$ cat src/rtl/im_loader_if.sv
// im_loader_if: bundles the half-word source stream and the instruction-memory
// write port of the boot loader.
//   s_valid/s_data/s_ready : 16-bit valid/ready stream into the loader
//   im_we/im_addr/im_wdata : one-cycle write strobe into instruction memory
// Modports:
//   master : the environment side (drives the stream, observes memory writes)
//   slave  : the loader side (accepts the stream, drives memory writes)
interface im_loader_if #(
    parameter int ADDR_W = 16
);
    logic              s_valid;
    logic [15:0]       s_data;
    logic              s_ready;
    logic              im_we;
    logic [ADDR_W-1:0] im_addr;
    logic [31:0]       im_wdata;

    modport master (output s_valid, s_data, input s_ready, im_we, im_addr, im_wdata);
    modport slave  (input s_valid, s_data, output s_ready, im_we, im_addr, im_wdata);
endinterface

$ cat src/rtl/im_loader.sv
// im_loader: boot-time writer for the SISC instruction memory.
// Takes a stream of 16-bit half-words (high half first), packs each pair into
// a 32-bit instruction and writes it to sequential addresses from 0. The CPU
// is held in reset (cpu_rst_f=0) until a load completes.
// Ports:
//   clk, rst_f       : clock (rising edge), asynchronous active-low reset
//   load_start       : one-cycle load request, sampled in IDLE only
//   load_count       : number of 32-bit instructions, sampled with load_start
//   bus (slave)      : half-word stream in, instruction-memory write out
//   cpu_rst_f        : active-low processor reset hold
//   busy             : load in progress
//   done             : one-cycle pulse when a load completes
//   chk_ok           : trailer matched the XOR of written words (option only)
// Option IM_LOADER_CHECKSUM_EN: after the last write a 32-bit trailer is
// received and compared to a running XOR; the CPU is released only on match.
// All outputs are registered; they are loaded from the next state so that
// each state's outputs are visible exactly while the FSM is in that state.
module im_loader #(
    parameter int ADDR_W = 16
) (
    input  logic              clk,
    input  logic              rst_f,
    input  logic              load_start,
    input  logic [ADDR_W-1:0] load_count,
    im_loader_if.slave        bus,
    output logic              cpu_rst_f,
    output logic              busy,
`ifdef IM_LOADER_CHECKSUM_EN
    output logic              chk_ok,
`endif
    output logic              done
);

    typedef enum logic [2:0] {
        IDLE  = 3'd0,
        HI    = 3'd1,
        LO    = 3'd2,
        WRITE = 3'd3,
`ifdef IM_LOADER_CHECKSUM_EN
        CK_HI = 3'd5,
        CK_LO = 3'd6,
`endif
        DONE  = 3'd4
    } state_t;

    state_t            state, nxt;
    logic [ADDR_W-1:0] ptr, cnt;
    logic [15:0]       hi;
    logic              hs;
`ifdef IM_LOADER_CHECKSUM_EN
    logic [31:0]       xsum;
    logic [15:0]       tr_hi;
    localparam state_t TAIL = CK_HI;   // state entered once the image is written
`else
    localparam state_t TAIL = DONE;
`endif

    assign hs = bus.s_valid & bus.s_ready;

    always_comb begin
        nxt = state;
        case (state)
            IDLE:    if (load_start) nxt = (load_count == '0) ? TAIL : HI;
            HI:      if (hs) nxt = LO;
            LO:      if (hs) nxt = WRITE;
            // ptr+1 cannot overflow: cnt <= 2^ADDR_W-1 bounds ptr to 2^ADDR_W-2
            WRITE:   nxt = (ptr + ADDR_W'(1) == cnt) ? TAIL : HI;
`ifdef IM_LOADER_CHECKSUM_EN
            CK_HI:   if (hs) nxt = CK_LO;
            CK_LO:   if (hs) nxt = DONE;
`endif
            DONE:    nxt = IDLE;
            default: nxt = IDLE;
        endcase
    end

    always_ff @(posedge clk or negedge rst_f) begin
        if (!rst_f) begin
            state        <= IDLE;
            bus.s_ready  <= 1'b0;
            bus.im_we    <= 1'b0;
            bus.im_addr  <= '0;
            bus.im_wdata <= '0;
            busy         <= 1'b0;
            done         <= 1'b0;
            cpu_rst_f    <= 1'b0;
            ptr          <= '0;
            cnt          <= '0;
            hi           <= '0;
`ifdef IM_LOADER_CHECKSUM_EN
            xsum         <= '0;
            tr_hi        <= '0;
            chk_ok       <= 1'b0;
`endif
        end else begin
            state <= nxt;
`ifdef IM_LOADER_CHECKSUM_EN
            bus.s_ready <= (nxt == HI) || (nxt == LO) || (nxt == CK_HI) || (nxt == CK_LO);
`else
            bus.s_ready <= (nxt == HI) || (nxt == LO);
`endif
            bus.im_we <= (nxt == WRITE);
            busy      <= (nxt != IDLE) && (nxt != DONE);
            done      <= (nxt == DONE);
            case (state)
                IDLE: if (load_start) begin
                    cnt       <= load_count;
                    ptr       <= '0;
                    cpu_rst_f <= 1'b0;
`ifdef IM_LOADER_CHECKSUM_EN
                    xsum      <= '0;
`endif
                end
                HI: if (hs) hi <= bus.s_data;
                // The write address/data are staged here so they are stable
                // for the whole cycle im_we is high.
                LO: if (hs) begin
                    bus.im_addr  <= ptr;
                    bus.im_wdata <= {hi, bus.s_data};
                end
                WRITE: begin
                    ptr <= ptr + ADDR_W'(1);
`ifdef IM_LOADER_CHECKSUM_EN
                    xsum <= xsum ^ bus.im_wdata;
`endif
                end
`ifdef IM_LOADER_CHECKSUM_EN
                CK_HI: if (hs) tr_hi <= bus.s_data;
                CK_LO: if (hs) chk_ok <= ({tr_hi, bus.s_data} == xsum);
                DONE:  cpu_rst_f <= chk_ok;
`else
                DONE:  cpu_rst_f <= 1'b1;
`endif
                default: ;
            endcase
        end
    end

endmodule

$ cat src/flat_wrapper.sv
// flat-port wrapper written by rule: the top's interface ports become plain ports
module im_loader_flat 
#(
    parameter int ADDR_W = 16
)
  (clk, rst_f, load_start, load_count, cpu_rst_f, busy, done, bus_s_valid, bus_s_data, bus_s_ready, bus_im_we, bus_im_addr, bus_im_wdata);
  im_loader_if #(.ADDR_W(ADDR_W)) bus_i ();
  input  logic clk;
  input  logic rst_f;
  input  logic load_start;
  input  logic [ADDR_W-1:0] load_count;
  output logic cpu_rst_f;
  output logic busy;
  output logic done;
  input wire logic [$bits(bus_i.s_valid)-1:0] bus_s_valid;
  input wire logic [$bits(bus_i.s_data)-1:0] bus_s_data;
  output wire logic [$bits(bus_i.s_ready)-1:0] bus_s_ready;
  output wire logic [$bits(bus_i.im_we)-1:0] bus_im_we;
  output wire logic [$bits(bus_i.im_addr)-1:0] bus_im_addr;
  output wire logic [$bits(bus_i.im_wdata)-1:0] bus_im_wdata;
  assign bus_i.s_valid = bus_s_valid;
  assign bus_i.s_data = bus_s_data;
  assign bus_s_ready = bus_i.s_ready;
  assign bus_im_we = bus_i.im_we;
  assign bus_im_addr = bus_i.im_addr;
  assign bus_im_wdata = bus_i.im_wdata;
  im_loader #(.ADDR_W(ADDR_W)) u_core (.clk(clk), .rst_f(rst_f), .load_start(load_start), .load_count(load_count), .bus(bus_i), .cpu_rst_f(cpu_rst_f), .busy(busy), .done(done));
endmodule
$ cat config.mk
export PLATFORM = sky130hd
export DESIGN_NAME = im_loader_flat
export DESIGN_NICKNAME = d
export VERILOG_FILES = /design/src/rtl/im_loader_if.sv /design/src/rtl/im_loader.sv /design/src/flat_wrapper.sv
export SDC_FILE = /design/constraint.sdc
export NUM_CORES = 1
export LEC_CHECK = 0
export CAP_MARGIN = 20
export CORE_MARGIN = 4
export CORE_UTILIZATION = 45
export DETAILED_ROUTE_END_ITERATION = 7
export PLACE_DENSITY = 0.71
export SETUP_SLACK_MARGIN = 0.15
export SLEW_MARGIN = 30
export SYNTH_ARGS = -nofsm -noshare
export SYNTH_HDL_FRONTEND = slang
export SYNTH_SLANG_ARGS = --single-unit
$ cat constraint.sdc
create_clock -name clk -period 3.5 [get_ports clk]
set_clock_uncertainty 0.1 [all_clocks]
set_input_delay 1.05 -clock clk [delete_from_list [all_inputs] [get_ports clk]]
set_output_delay 1.05 -clock clk [all_outputs]
set_load 0.005 [all_outputs]
==> flow_summary.toml <==
[status]
outcome = "completed"

[clock_network]
cts-resized-gates = 0
hold_buffers = 0
clockRootBuffer = "clkbuf_8"
clock_latency_ps = 370
cts.sinks = 104
clockBufferDepth = 2
htree_levels = 3
path_clk_slew_ps = 100
cts_tree = "yes"
postCtsSetupRepairBufs = 0
cts_buffers = 9

[synth]
syn_avg_cell_area_um2 = 13.04
synth_fa_ha_area_share_pct = 0.2643
synth_compound_area_share_pct = 6.263
synth_nets = 400
ys_types = 51
synth_top_family_by_area = "multiplexers"
synthMuxAreaShare_pct = 19.24
synth_edf_count = 0
synth_area_um2 = 4735
yosys.area_share.simple_pct = 11.58
synthFlopType = "dfrtp_1"
synth-seq-cells = 104
yosys.area_share.xor_xnor_pct = 5.074
async_flop_share_pct = 100.0
ys_warn_count = 0
synth_cells = 363
yosysSeqAreaShare_pct = 54.97

[routing]
viasPerCell = 5.409
drc_errors = 0
ant_nets = 0
wl_um = 10110
wl_per_cell_um = 17.10
routed-via-count = 3197
drt_iter0_markers = 121
first_pass_iters = 6

[critical_path]
cp_slowest_stage_delay_ps = 460
worstPathCellList = "clkdlybuf4s50_1 -> nor4_1 -> a41oi_1 -> o31a_1 -> a21bo_2 -> nor4_1 -> nor3b_1"
cpMostUsedCell = "nor4_1"
startpoint_type = "input pin"
cp_max_fo = 4
path_class = "input pin to flip-flop"
critPathLaunch = "load_count[9]"
regToRegStartpoint = "u_core.ptr[0]$_DFFE_PN0P_"
cp.arrival_ps = 3080
critPathRequiredTime_ps = 3640
crit_slowest_cell = "clkdlybuf4s50_1"
end_kind = "flip-flop"

[power]
peakVddDrop_v = 0.0003673
p_leak_nw = 2.542
powerDensity_nw_per_um2 = 719.1

[global_routing]
grt_usage_pct = 16.76
grt_start_max_net_pins = 63
grt_pass1_vias = 3390
antenna_found_initial = 0
grt_first_pass_wirelength_um = 16760
overflow = 0

[timing]
timing.hold.ws_ps = 400.1
setup_slack_ps = 562.4
worstMarginPinSlew_ps = 979.0
fmax_mhz = 340.4
setup-tns-final_ps = 0
fin_crit_ps = 2938
finalMaxSlewViolations = 0
period_share_pct = 83.93
finalHoldViolations = 0
finalSetupViolCount = 0
relSlewSlack_pct = 34.49
rsz0062_at_grt = "no"

[floorplan]
row_count = 37
die_h_um = 110.6
core_area_um2 = 10280
ioPinCount = 89
die-area_um2 = 12230
initial_core_util_pct = 46.07
dieWidth_um = 110.6

[layout]
register_area_um2 = 2603
multi_input_area_um2 = 2013
fillers = 856
area_growth_pct = 26.48
fin_nets = 487
drive_gt1_share_pct = 26.81
antenna_cells = 0

[place]
port_buffers = 88
pre_cts_ws_ps = 247.4
routabilityCongestion = 0.8412
hpwl_um = 7173

[hold_path]
holdCritStartpoint = "u_core.bus.im_wdata[25]$_DFFE_PN0P_"
hold_class = "flip-flop to flip-flop"

[job]
maxCapViolCount = 0
Yosys cell counts, types with 2 or more instances:
cell / count / area share (%)
clkbuf_1: 7 / 0.56
o41ai_1: 2 / 0.37
o2bb2ai_1: 2 / 0.37
nor2b_1: 3 / 0.40
nor4_4: 4 / 1.8
nand3_1: 12 / 1.3
buf_6: 2 / 0.48
nand2_1: 17 / 1.3
nand4_1: 7 / 0.92
nor2_2: 3 / 0.40
o31ai_1: 3 / 0.48
dfrtp_1: 104 / 55
xor2_1: 16 / 3.0
a21oi_1: 4 / 0.42
xnor2_1: 7 / 1.3
nand4_4: 2 / 0.90
nor2_1: 15 / 1.2
and4_1: 3 / 0.56
and2_1: 2 / 0.26
mux2_2: 75 / 18
nor4_1: 5 / 0.66
mux2_1: 5 / 1.2
buf_2: 9 / 0.95
inv_1: 3 / 0.24
a311oi_1: 2 / 0.37
o21ai_0: 22 / 2.3
buf_4: 2 / 0.32
or2_2: 2 / 0.26
through the flow:
| stage | instances | power [mW] | cell area [um^2] | util [%] |
|---|---|---|---|---|
| after floorplan | 363 | 2.740 | 4735 | - |
| after global placement | 575 | 3.439 | 5756 | 56.00 |
| after detailed placement | 575 | 3.482 | 5756 | 56.00 |
| after CTS | 591 | 4.362 | 5988 | 58.27 |
| after global routing | 591 | 4.583 | 5988 | 58.27 |
| final | 591 | 4.306 | 5988 | 58.27 |
per-layer routing:
metal | share of wire, % | GRT usage [%] | up-vias
met5 | 0 | 0 | -
met4 | 2.2 | 5.337 | 0
met3 | 8.3 | 6.466 | 20
met2 | 48 | 27.02 | 96
met1 | 42 | 20.81 | 1612
li1 | - | - | 1469
critical path, delay by kind of cell:
family                 cells  cell delay [ps]
AO/OA/AOI/OAI              3              710
buffers and inverters      1              460
AND/OR/NAND/NOR            3              850
registers in the layout, summed over array words and instances, names as in the netlist:
name / cells
u_core.bus.im_addr: 16
u_core.bus.im_wdata: 32
u_core.bus.im_we: 1
u_core.bus.s_ready: 1
u_core.busy: 1
u_core.cnt: 16
u_core.cpu_rst_f: 1
u_core.done: 1
u_core.hi: 16
u_core.ptr: 16
u_core.state: 3
report_power, final:
| part | leakage (nW) | switching [mW] | internal [mW] | total, mW |
|---|---|---|---|---|
| combinational | 1.11 | 0.607 | 0.943 | 1.55 |
| clock | 0.118 | 0.445 | 0.420 | 0.865 |
| sequential | 1.31 | 0.270 | 1.62 | 1.89 |
final cells by class:
type                    instances  area share [%]
well taps                     136           2.842
repair buffers                 97           16.01
clock inverters                 7           1.818
multi-input cells             235           33.62
flip-flops and latches        104           43.46
inverters                       3          0.1880
clock buffers                   9           2.069
logic make-up (layout without fill, tap and decap cells):
family          after synthesis  after routing
compound gates               45             45
flops                       104            104
simple gates                 83             83
fa+ha+maj                     1              1
buf+inv                      24            116
xor+xnor                     25             25
mux                          81             81
final timing paths:
kind                                                       end  slack [ps]  depth (start not counted)
setup / recovery                  u_core.bus.s_ready$_DFF_PN0_         560                          7
hold / removal             u_core.bus.im_wdata[25]$_DFFE_PN0P_         400                          1
setup reg to reg                  u_core.bus.s_ready$_DFF_PN0_         960                          7
hold reg to reg            u_core.bus.im_wdata[25]$_DFFE_PN0P_         400                          1
max in group asynchronous             u_core.hi[9]$_DFFE_PN0P_        2030                          2
min in group asynchronous    u_core.bus.im_addr[6]$_DFFE_PN0P_         570                          1
cells in the final DEF, fill, tap and decap left out, types with 3 or more instances in the layout:
cell	netlist	final
dfrtp_1	104	104
clkdlybuf4s50_1	0	87
mux2_2	75	75
o21ai_0	22	22
nand2_1	17	17
xor2_1	16	16
nor2_1	15	15
nand3_1	12	12
clkbuf_8	0	9
buf_4	2	9
nand4_1	7	7
xnor2_1	7	7
nor4_1	5	5
mux2_1	5	5
a21oi_1	4	4
nor4_4	4	4
nor2_2	3	3
nor2b_1	3	3
and4_1	3	3
inv_1	3	3
o31ai_1	3	3
(Power assumes the default switching activity.)
